`src/rtl/lif_neuron.sv`:
```
// lif_neuron: leaky integrate-and-fire neuron with refractory period.
// Define LIF_INHIBIT_EN to add the edge-detected inhibitory input inh_spike_in.
module lif_neuron #(
    parameter int N_IN          = 4,
    parameter int W_WIDTH       = 4,
    parameter int V_WIDTH       = 8,
    parameter int THRESHOLD     = 64,
    parameter int LEAK_SHIFT    = 3,
    parameter int REFRAC_CYCLES = 4,
    parameter int INH_WEIGHT    = 8
) (
    input  logic                      clk,
    input  logic                      rst_n,
    input  logic                      ena,
    input  logic [N_IN-1:0]           spike_in,
    input  logic [N_IN*W_WIDTH-1:0]   weight_in,
`ifdef LIF_INHIBIT_EN
    input  logic                      inh_spike_in,
`endif
    output logic                      spike_out,
    output logic [V_WIDTH-1:0]        membrane,
    output logic                      refractory,
    output logic [7:0]                spike_count
);
    localparam logic [0:0] S_INT = 1'b0;
    localparam logic [0:0] S_REF = 1'b1;
    localparam int RW = REFRAC_CYCLES > 1 ? $clog2(REFRAC_CYCLES) : 1;
    localparam int SW = V_WIDTH + 2;
    localparam int TW = V_WIDTH + 4;
    localparam logic signed [TW-1:0] VMAX = {{(TW-V_WIDTH){1'b0}}, {V_WIDTH{1'b1}}};

    logic [N_IN-1:0]    prev_q;
    logic [0:0]         state_q, state_d;
    logic [RW-1:0]      rcnt_q, rcnt_d;
    logic [V_WIDTH-1:0] v_q, v_d, v_leak, t_sat;
    logic               spk_q, spk_d;
    logic [7:0]         cnt_q, cnt_d;
    logic [N_IN-1:0]    ev;
    logic [SW-1:0]      sum;
    logic [TW-1:0]      inh_term;
    logic signed [TW-1:0] t_raw;
    logic               fire;

    assign ev = spike_in & ~prev_q;

`ifdef LIF_INHIBIT_EN
    logic inh_prev_q;
    always_ff @(posedge clk or negedge rst_n)
        if (!rst_n) inh_prev_q <= 1'b0;
        else        inh_prev_q <= inh_spike_in;
    assign inh_term = (inh_spike_in & ~inh_prev_q) ? TW'(INH_WEIGHT) : '0;
`else
    assign inh_term = '0;
`endif

    always_comb begin
        sum = '0;
        for (int i = 0; i < N_IN; i++)
            sum = sum + (ev[i] ? SW'(weight_in[i*W_WIDTH +: W_WIDTH]) : SW'(0));
    end

    // Signed intermediate so an inhibitory decrement can clamp at zero.
    assign v_leak = v_q - (v_q >> LEAK_SHIFT);
    assign t_raw  = $signed({4'b0, v_leak}) + $signed({2'b0, sum}) - $signed(inh_term);
    assign t_sat  = t_raw < 0 ? '0 : t_raw > VMAX ? '1 : t_raw[V_WIDTH-1:0];
    assign fire   = t_sat >= V_WIDTH'(THRESHOLD);

    always_comb begin
        v_d     = v_q;
        state_d = state_q;
        rcnt_d  = rcnt_q;
        spk_d   = 1'b0;
        cnt_d   = cnt_q;
        if (ena) begin
            if (state_q == S_REF) begin
                v_d = '0;
                if (rcnt_q == '0) state_d = S_INT;
                else              rcnt_d  = rcnt_q - RW'(1);
            end else if (fire) begin
                v_d   = '0;
                spk_d = 1'b1;
                cnt_d = cnt_q + 8'd1;
                if (REFRAC_CYCLES != 0) begin
                    state_d = S_REF;
                    rcnt_d  = RW'(REFRAC_CYCLES - 1);
                end
            end else begin
                v_d = t_sat;
            end
        end
    end

    always_ff @(posedge clk or negedge rst_n) begin
        if (!rst_n) begin
            prev_q  <= '0;
            state_q <= S_INT;
            rcnt_q  <= '0;
            v_q     <= '0;
            spk_q   <= 1'b0;
            cnt_q   <= '0;
        end else begin
            prev_q  <= spike_in;
            state_q <= state_d;
            rcnt_q  <= rcnt_d;
            v_q     <= v_d;
            spk_q   <= spk_d;
            cnt_q   <= cnt_d;
        end
    end

    assign spike_out   = spk_q;
    assign membrane    = v_q;
    assign refractory  = state_q == S_REF;
    assign spike_count = cnt_q;
endmodule

```
`config.mk`:
```
export PLATFORM = sky130hd
export DESIGN_NAME = lif_neuron
export DESIGN_NICKNAME = d
export VERILOG_FILES = /design/src/rtl/lif_neuron.sv
export SDC_FILE = /design/constraint.sdc
export NUM_CORES = 1
export LEC_CHECK = 0
export CAP_MARGIN = 40
export CORE_MARGIN = 2
export CORE_UTILIZATION = 45
export DETAILED_ROUTE_END_ITERATION = 6
export PLACE_DENSITY = 0.76
export SETUP_SLACK_MARGIN = 0.2
export SYNTH_ARGS = -nofsm -noshare
export SYNTH_HDL_FRONTEND = slang
export SYNTH_SLANG_ARGS = --single-unit
```
`constraint.sdc`:
```
create_clock -name clk -period 4.69 [get_ports clk]
set_clock_uncertainty 0.05 [all_clocks]
set_input_delay 0.938 -clock clk [delete_from_list [all_inputs] [get_ports clk]]
set_output_delay 0.938 -clock clk [all_outputs]
set_load 0.05 [all_outputs]
```
Word level (Yosys, flattened, before mapping). Cells that the tools add are included.

Flip-flop bits (word level): 24. Input bits: 23. Word-level logic and storage cells: 40. Output and inout port bits: 18.

Equality and inequality tests: 1. $add $sub $neg: 7. Order comparisons: 3. Reduce and logical (&&, ||, !) cells: 4. Muxes and demuxes: 16. Bitwise logic cells: 3.

Operators with widths (count): 8-bit 2-to-1 mux (4); 4-bit 2-to-1 mux (4); 8-bit by 7-bit adder with 9-bit output (1); 9-bit by 8-bit > comparator with 1-bit output, second input constant (1); 9-bit by 1-bit less-than comparator with 1-bit output, second input constant (1); 8-bit by 1-bit adder with 8-bit output, second input constant (1); 8-bit by 7-bit >= comparator with 1-bit output, second input constant (1); 8-bit by 5-bit subtractor with 8-bit output (1); 6-bit by 4-bit adder with 7-bit output (1); 5-bit by 4-bit adder with 6-bit output (1); 2-bit 2-to-1 mux (3); 3-bit AND reduction (2); 4-bit by 4-bit adder with 5-bit output (1); 1-bit 2-to-1 mux (5); 4-bit bitwise AND (1); 4-bit NOT (1); 2-bit zero test (1); 2-bit inequality test, second input constant (1); 2-bit nonzero test (1); 2-bit by 1-bit subtractor with 2-bit output, second input constant (1); 1-bit NOT (1).

Longest topological paths before layout.
Word-level depth: 14. Mapped depth: 20. Depth with buffers taken out: 19.

Worst setup path before layout. Ideal clock, no wire load.

Path kind: reg-to-reg. From: reg v_q[0], in the netlist membrane[0]. To: reg cnt_q[5], in the netlist spike_count[5]. Path slack: -0.505 ns. Clock period less this slack: 5.195 ns. Path buffers: 1. Arrival time: 5.004 ns. Setup time: 0.141 ns. Stages on the path, launching flop included: 20. Data required time: 4.499 ns. Cells stage by stage: dfrtp_1 inv_1 ha_1 fa_1 inv_1 fa_1 inv_1 fa_1 fa_1 inv_1 ha_1 fa_1 a21o_2 a21oi_1 nand4_1 a311oi_2 a311oi_1 buf_4 nand4_1 xnor2_1.

Cells in the longest elaborated chain, start to end: 7. Elaborated cells on any way between the ends: 8. Classes of those cells: add/sub: 2; order compare: 3; mux: 2; reduce/logical: 1.

RTL lines: start, declared (line 35) `logic [V_WIDTH-1:0] v_q, v_d, v_leak, t_sat;`; start signal, assigned (line 105) `v_q <= v_d;`; 8-bit by 5-bit subtractor with 8-bit output (*) (line 63) `assign v_leak = v_q - (v_q >> LEAK_SHIFT);`; 8-bit by 7-bit adder with 9-bit output (*) (line 64) `assign t_raw = $signed({4'b0, v_leak}) + $signed({2'b0, sum}) - $signed(inh_term);`; 9-bit by 8-bit > comparator with 1-bit output (line 65) `assign t_sat = t_raw < 0 ? '0 : t_raw > VMAX ? '1 : t_raw[V_WIDTH-1:0];`; 8-bit 2-to-1 mux (line 65); 8-bit 2-to-1 mux (*) (line 65); 8-bit by 7-bit >= comparator with 1-bit output (*) (line 66) `assign fire = t_sat >= V_WIDTH'(THRESHOLD);`; 3-bit AND reduction (no source line) (*); end signal, assigned (line 107) `cnt_q <= cnt_d;`; end, declared (line 37) `logic [7:0] cnt_q, cnt_d;`.

Mark *: on every way between the ends. The rest lies on a longest branch, timed or not. A chain may end at the register's enable or synchronous reset.

Final worst setup path.
From: reg v_q[4], in the netlist membrane[4]. To: reg v_q[1], in the netlist membrane[1].

Cells in the longest elaborated chain, start to end: 8. Elaborated cells on any way between the ends: 9. Classes of those cells: add/sub: 2; order compare: 3; mux: 4.

RTL lines: 8-bit by 5-bit subtractor with 8-bit output (*) (line 63); 8-bit by 7-bit adder with 9-bit output (*) (line 64); 9-bit by 8-bit > comparator with 1-bit output (line 65); 8-bit 2-to-1 mux (line 65); 8-bit 2-to-1 mux (*) (line 65); 8-bit by 7-bit >= comparator with 1-bit output (line 66); 8-bit 2-to-1 mux (*) (line 79) `end else if (fire) begin`; 8-bit 2-to-1 mux (*) (line 75) `if (state_q == S_REF) begin`.

Marks and branches as above.

==> results.json <==
{
  "outcome": "finished, violations left",
  "violations": "setup timing",
  "cp_max_fo": 4,
  "worstSkewPairLatency_ns": 0.27,
  "finalHoldViolCount": 0,
  "final_nets": 300,
  "seq_area_frac_synth_pct": 33.4,
  "finalSetupViolCount": 16,
  "syn_inst": 172,
  "fp.dieW_um": 67.2,
  "cts_sinks": 24,
  "h-tree-depth": 1,
  "num_io_pins": 41,
  "cp.required_ns": 4.85,
  "maxSlewHeadroom_pct": 56.8,
  "hold_ws_ns": 0.430,
  "slew_viol_final": 0,
  "grtUsageTotal_pct": 21.8,
  "vias_per_cell": 5.05,
  "finalCritPeriodShare_pct": 104,
  "place_hpwl_um": 3470,
  "cts_buffer_depth": 2,
  "finalCriticalPeriod_ns": 4.87,
  "ys_ff_latch": 24,
  "tightest_slew_ns": 0.646,
  "syn_area_um2": 1800,
  "die_h_um": 67.2,
  "synthArstFlopShare_pct": 100,
  "cts_tree": "built",
  "gp_congestion": 0.828,
  "max_cap_viol_count": 0,
  "hp-class": "reg2reg",
  "grt_pass1_vias": 1588,
  "core_um2": 3740,
  "layout-drive-gt1-share_pct": 33.7,
  "cts_hold_buffers": 0,
  "setup.worst_path.class": "reg2reg",
  "pre_cts_ws_ns": -0.787,
  "synth_edf_count": 0,
  "antenna_cells": 0,
  "rsz0062_at_grt": "true",
  "drtPass1Iterations": 4,
  "rows": 22,
  "start_util_pct": 48.0,
  "synth_fp_nets": 225,
  "final_common_cell": "clkdlybuf4s50_1",
  "wl_um": 4280,
  "layout-area-overhead-vs-synth_pct": 51.8,
  "io_buffers": 40,
  "layout.cells.most_common_list": "clkdlybuf4s50_1 (36), buf_4 (29), inv_1 (17), dfrtp_1 (17), ha_1 (13)",
  "crit_arrival_ns": 5.03,
  "first_iter_violations": 58,
  "ys_types": 39,
  "ys_warn_count": 0,
  "antenna_found_initial": 0,
  "fmax_mhz": 205,
  "cts_buffers": 3,
  "clk_pin_slew_ns": 0.08,
  "dpl-instance-area_um2": 2540,
  "synth_ff_type": "dfrtp_1",
  "timing.final.ws_setup_ns": -0.179,
  "endpoint_kind": "register",
  "ant_nets": 0,
  "num_vias": 1485,
  "drc": 0,
  "cp-start-kind": "register",
  "syn_avg_cell_area_um2": 10.5,
  "wl_per_cell_um": 14.6,
  "grt_max_degree": 14,
  "grt_pass1_wl_um": 7320,
  "grt-ovfl-total": 0,
  "dieArea_um2": 4520,
  "fin_area_um2": 2730,
  "clockRootBuffer": "clkbuf_8"
}
-- timing repair --
item                                    in CTS  in global routing
gates resized for setup                     12                 12
endpoints found under the setup margin      18                 18
setup buffers                                5                  2
gates cloned                                 0                  0
pin swaps                                   14                 14
hold endpoints to repair                     0                  0
-- synth_stat cells (all sizes together) (2+ instances only) --
master	instances	area, µm²
a311oi	2	23.8
dfrtp	24	601
a211oi	3	27.5
nor2b	7	43.8
fa	12	240
xor2	4	35.0
and3	3	23.8
and2	9	56.3
nor2	7	26.3
a21o	5	38.8
xnor2	9	78.8
a22o	4	35.0
o21ai	5	28.8
inv	25	93.8
nand2	10	37.5
nand3	5	25.0
ha	18	225
buf	2	12.5
nand4	4	25.0
-- layout make-up --
type	count	area, µm²
multi-input combinational	121	1250
inverter	25	93.8
tap	48	60.1
timing repair buffer	72	656
fill	271	1010
sequential	24	609
clock buffer	4	55.1
-- flip-flops by register name (all words and copies together) (netlist names) --
register / flops
membrane: 8
spike_count: 8
spike_out: 1
rcnt_q: 2
prev_q: 4
refractory: 1
-- routing by layer --
| layer | GRT usage, % | wire length, µm | vias up |
|---|---|---|---|
| li1 | - | - | 729 |
| met1 | 28.3 | 1860 | 720 |
| met2 | 39.0 | 2250 | 32 |
| met3 | 2.67 | 140 | 4 |
| met4 | 4.59 | 32 | 0 |
| met5 | 0 | 0 | - |
-- kinds of logic (layout without fill, tap and decap cells) --
family | count (synthesis) | after routing | share of synthesized area (%)
and+or+nand+nor | 51 | 51 | 16.2
adders and majority gates | 30 | 30 | 25.9
buffers and inverters | 27 | 101 | 5.91
AOI/OAI and AO/OA | 25 | 25 | 11.1
DFF | 24 | 24 | 33.4
xor gates and xnor gates | 13 | 13 | 6.33
muxes | 2 | 2 | 1.18
-- worst max-delay path, cell delays in order, from the launching register on --
cell and delay [ns]:
dfrtp_2 0.43, inv_2 0.09, ha_4 0.20, nor2b_4 0.12, o31a_1 0.29, a21o_1 0.19, fa_1 0.48, inv_1 0.05
fa_1 0.47, inv_1 0.05, fa_1 0.50, inv_2 0.05, ha_4 0.21, o21ai_1 0.12, nor2_1 0.08, or3_1 0.39
a311oi_2 0.33, and3_4 0.25, nor3b_4 0.27, a22o_1 0.17
-- path summary, 6_finish.rpt --
check | startpoint | to | depth (start not counted) | slack (ns)
max reg2reg | membrane[4] | membrane[1] | 19 | -0.18
min | spike_count[7] | spike_count[7] | 1 | 0.43
min reg2reg | spike_count[7] | spike_count[7] | 1 | 0.43
max in group asynchronous | rst_n | rcnt_q[0] | 2 | 3.08
min in group asynchronous | rst_n | prev_q[2] | 1 | 1.01
max | membrane[4] | membrane[1] | 19 | -0.18
-- stage by stage --
step / util [%] / TNS, ns / instances
6_report: 72.9 / -1.69 / 294
5_1_grt: 72.9 / -3.99 / 294
4_1_cts: 71.1 / -2.58 / 292
3_5_place_dp: 67.9 / -12.86 / 283
3_3_place_gp: 67.5 / -11.58 / 282
2_1_floorplan: - / -0.672 / 172
Power is left out: the tool's default activity adds up to more than one toggle a clock period on the data nets, which glitch-free logic cannot reach.
==> patch, RTL diff (same flow settings) <==
`W_WIDTH`: 4 -> 6.
--- a/src/rtl/lif_neuron.sv
+++ b/src/rtl/lif_neuron.sv
@@ -3,5 +3,5 @@
 module lif_neuron #(
     parameter int N_IN          = 4,
-    parameter int W_WIDTH       = 4,
+    parameter int W_WIDTH       = 6,
     parameter int V_WIDTH       = 8,
     parameter int THRESHOLD     = 64,
Interface: changed (resized weight_in); port bits go from 41 to 49. The function was not compared with the original's and may differ.
==> patch against the unedited design <==
  * Design area rose by 14%
  * Wire length is 18% higher
  * Area after synthesis is 12% higher
  * Sequential cell count did not move
  * Core utilization down 1.0 points
  * Count of clock-buffer cells in the layout is 1 lower
  * Worst setup slack gained 0.20 ns
  * Sequential share of layout area down 2.8 points
  * Largest cell class unchanged
Power is left out: the tool's default activity adds up to more than one toggle a clock period on the data nets, which glitch-free logic cannot reach.
==> patch: results (changes against the unedited design) <==
outcome=finished clean (was finished, violations left); met3 wire length=203 um (was 140 um); CP endpoint=spike_count[6]$_DFFE_PN0P_ (was membrane[1]$_DFFE_PN0P_); M1 WL=2306 um (was 1856 um); Avg Cell Area, Syn=10.00 um2 (was 10.45 um2); adder-cell area share of the yosys netlist=29.74% (was 25.89%); dpl hpwl=3715 um (was 3466 um); register area share after synthesis=29.87% (was 33.40%); largest net degree at the start of global routing=17 (was 14); reg2reg start=membrane[1]$_DFFE_PN0P_ (was membrane[4]$_DFFE_PN0P_); fraction of layout instances using a drive strength above 1=31.60% (was 33.74%); GP Congestion=0.8319 (was 0.8281); All-Layer GR Usage=20.22% (was 21.77%); setup ws final=0.01978 ns (was -0.1792 ns); compound-cell area share of the yosys netlist=8.214% (was 11.06%); placed insts=324 (was 283); GR Util met3=2.564% (was 2.667%); Place WS=-0.6287 ns (was -0.7867 ns); grt met1 use=26.75% (was 28.31%); Post-Synth XOR/XNOR Area=6.534% (was 6.333%); syn nets=269 (was 225); DRT iter0 DRCs=65 (was 58); final hold slack=0.4222 ns (was 0.4305 ns); via count=1,690 (was 1,485); placed cell area=2810 um2 (was 2541 um2); Clock transition at path regs=0.10 ns (was 0.08 ns); DR WL/cell=14.82 um (was 14.56 um); global-route wire length before repair=8073 um (was 7320 um); slowest CP cell=or4_4 (was fa_1); Port-buffer cells=48 (was 40); worst-path fanout max=7 (was 4); synth unique cells=35 (was 39); crit path DAT=4.79 ns (was 5.03 ns); Reg2Reg Setup Slack=0.02 ns (was -0.18 ns)
[patch: cell types whose count changed after synthesis, sizes merged, moves of 4 or more]
cell and change:
inv +8, and2 +7, fa +6, xor2 +5
a21oi +4, nor3 +4
[patch: repair_timing]
action / 4_1_cts / 5_1_grt
pin swaps: 27 / 11
buffers inserted: 9 / 3
resized for setup: 22 / 13
setup endpoints to repair: 18 / 18
[patch: layout make-up]
class / instances / area (um2)
multi-input cells: 143 / 1470
fillers: 332 / 1216
repair buffers: 84 / 769.5
flip-flops and latches: 24 / 608.1
inverters: 33 / 123.9
well taps: 52 / 65.06
clock buffers: 3 / 41.29
clock inverters: 1 / 30.03
[patch: cell families (layout without fill, tap and decap cells)]
logic type	count (synthesis)	in the layout
AND/OR/NAND/NOR	66	66
adder cells (fa/ha/maj)	37	37
buffers and inverters	34	121
AO/OA/AOI/OAI	24	24
flip-flops	24	24
XOR/XNOR	15	15
multiplexers	1	1
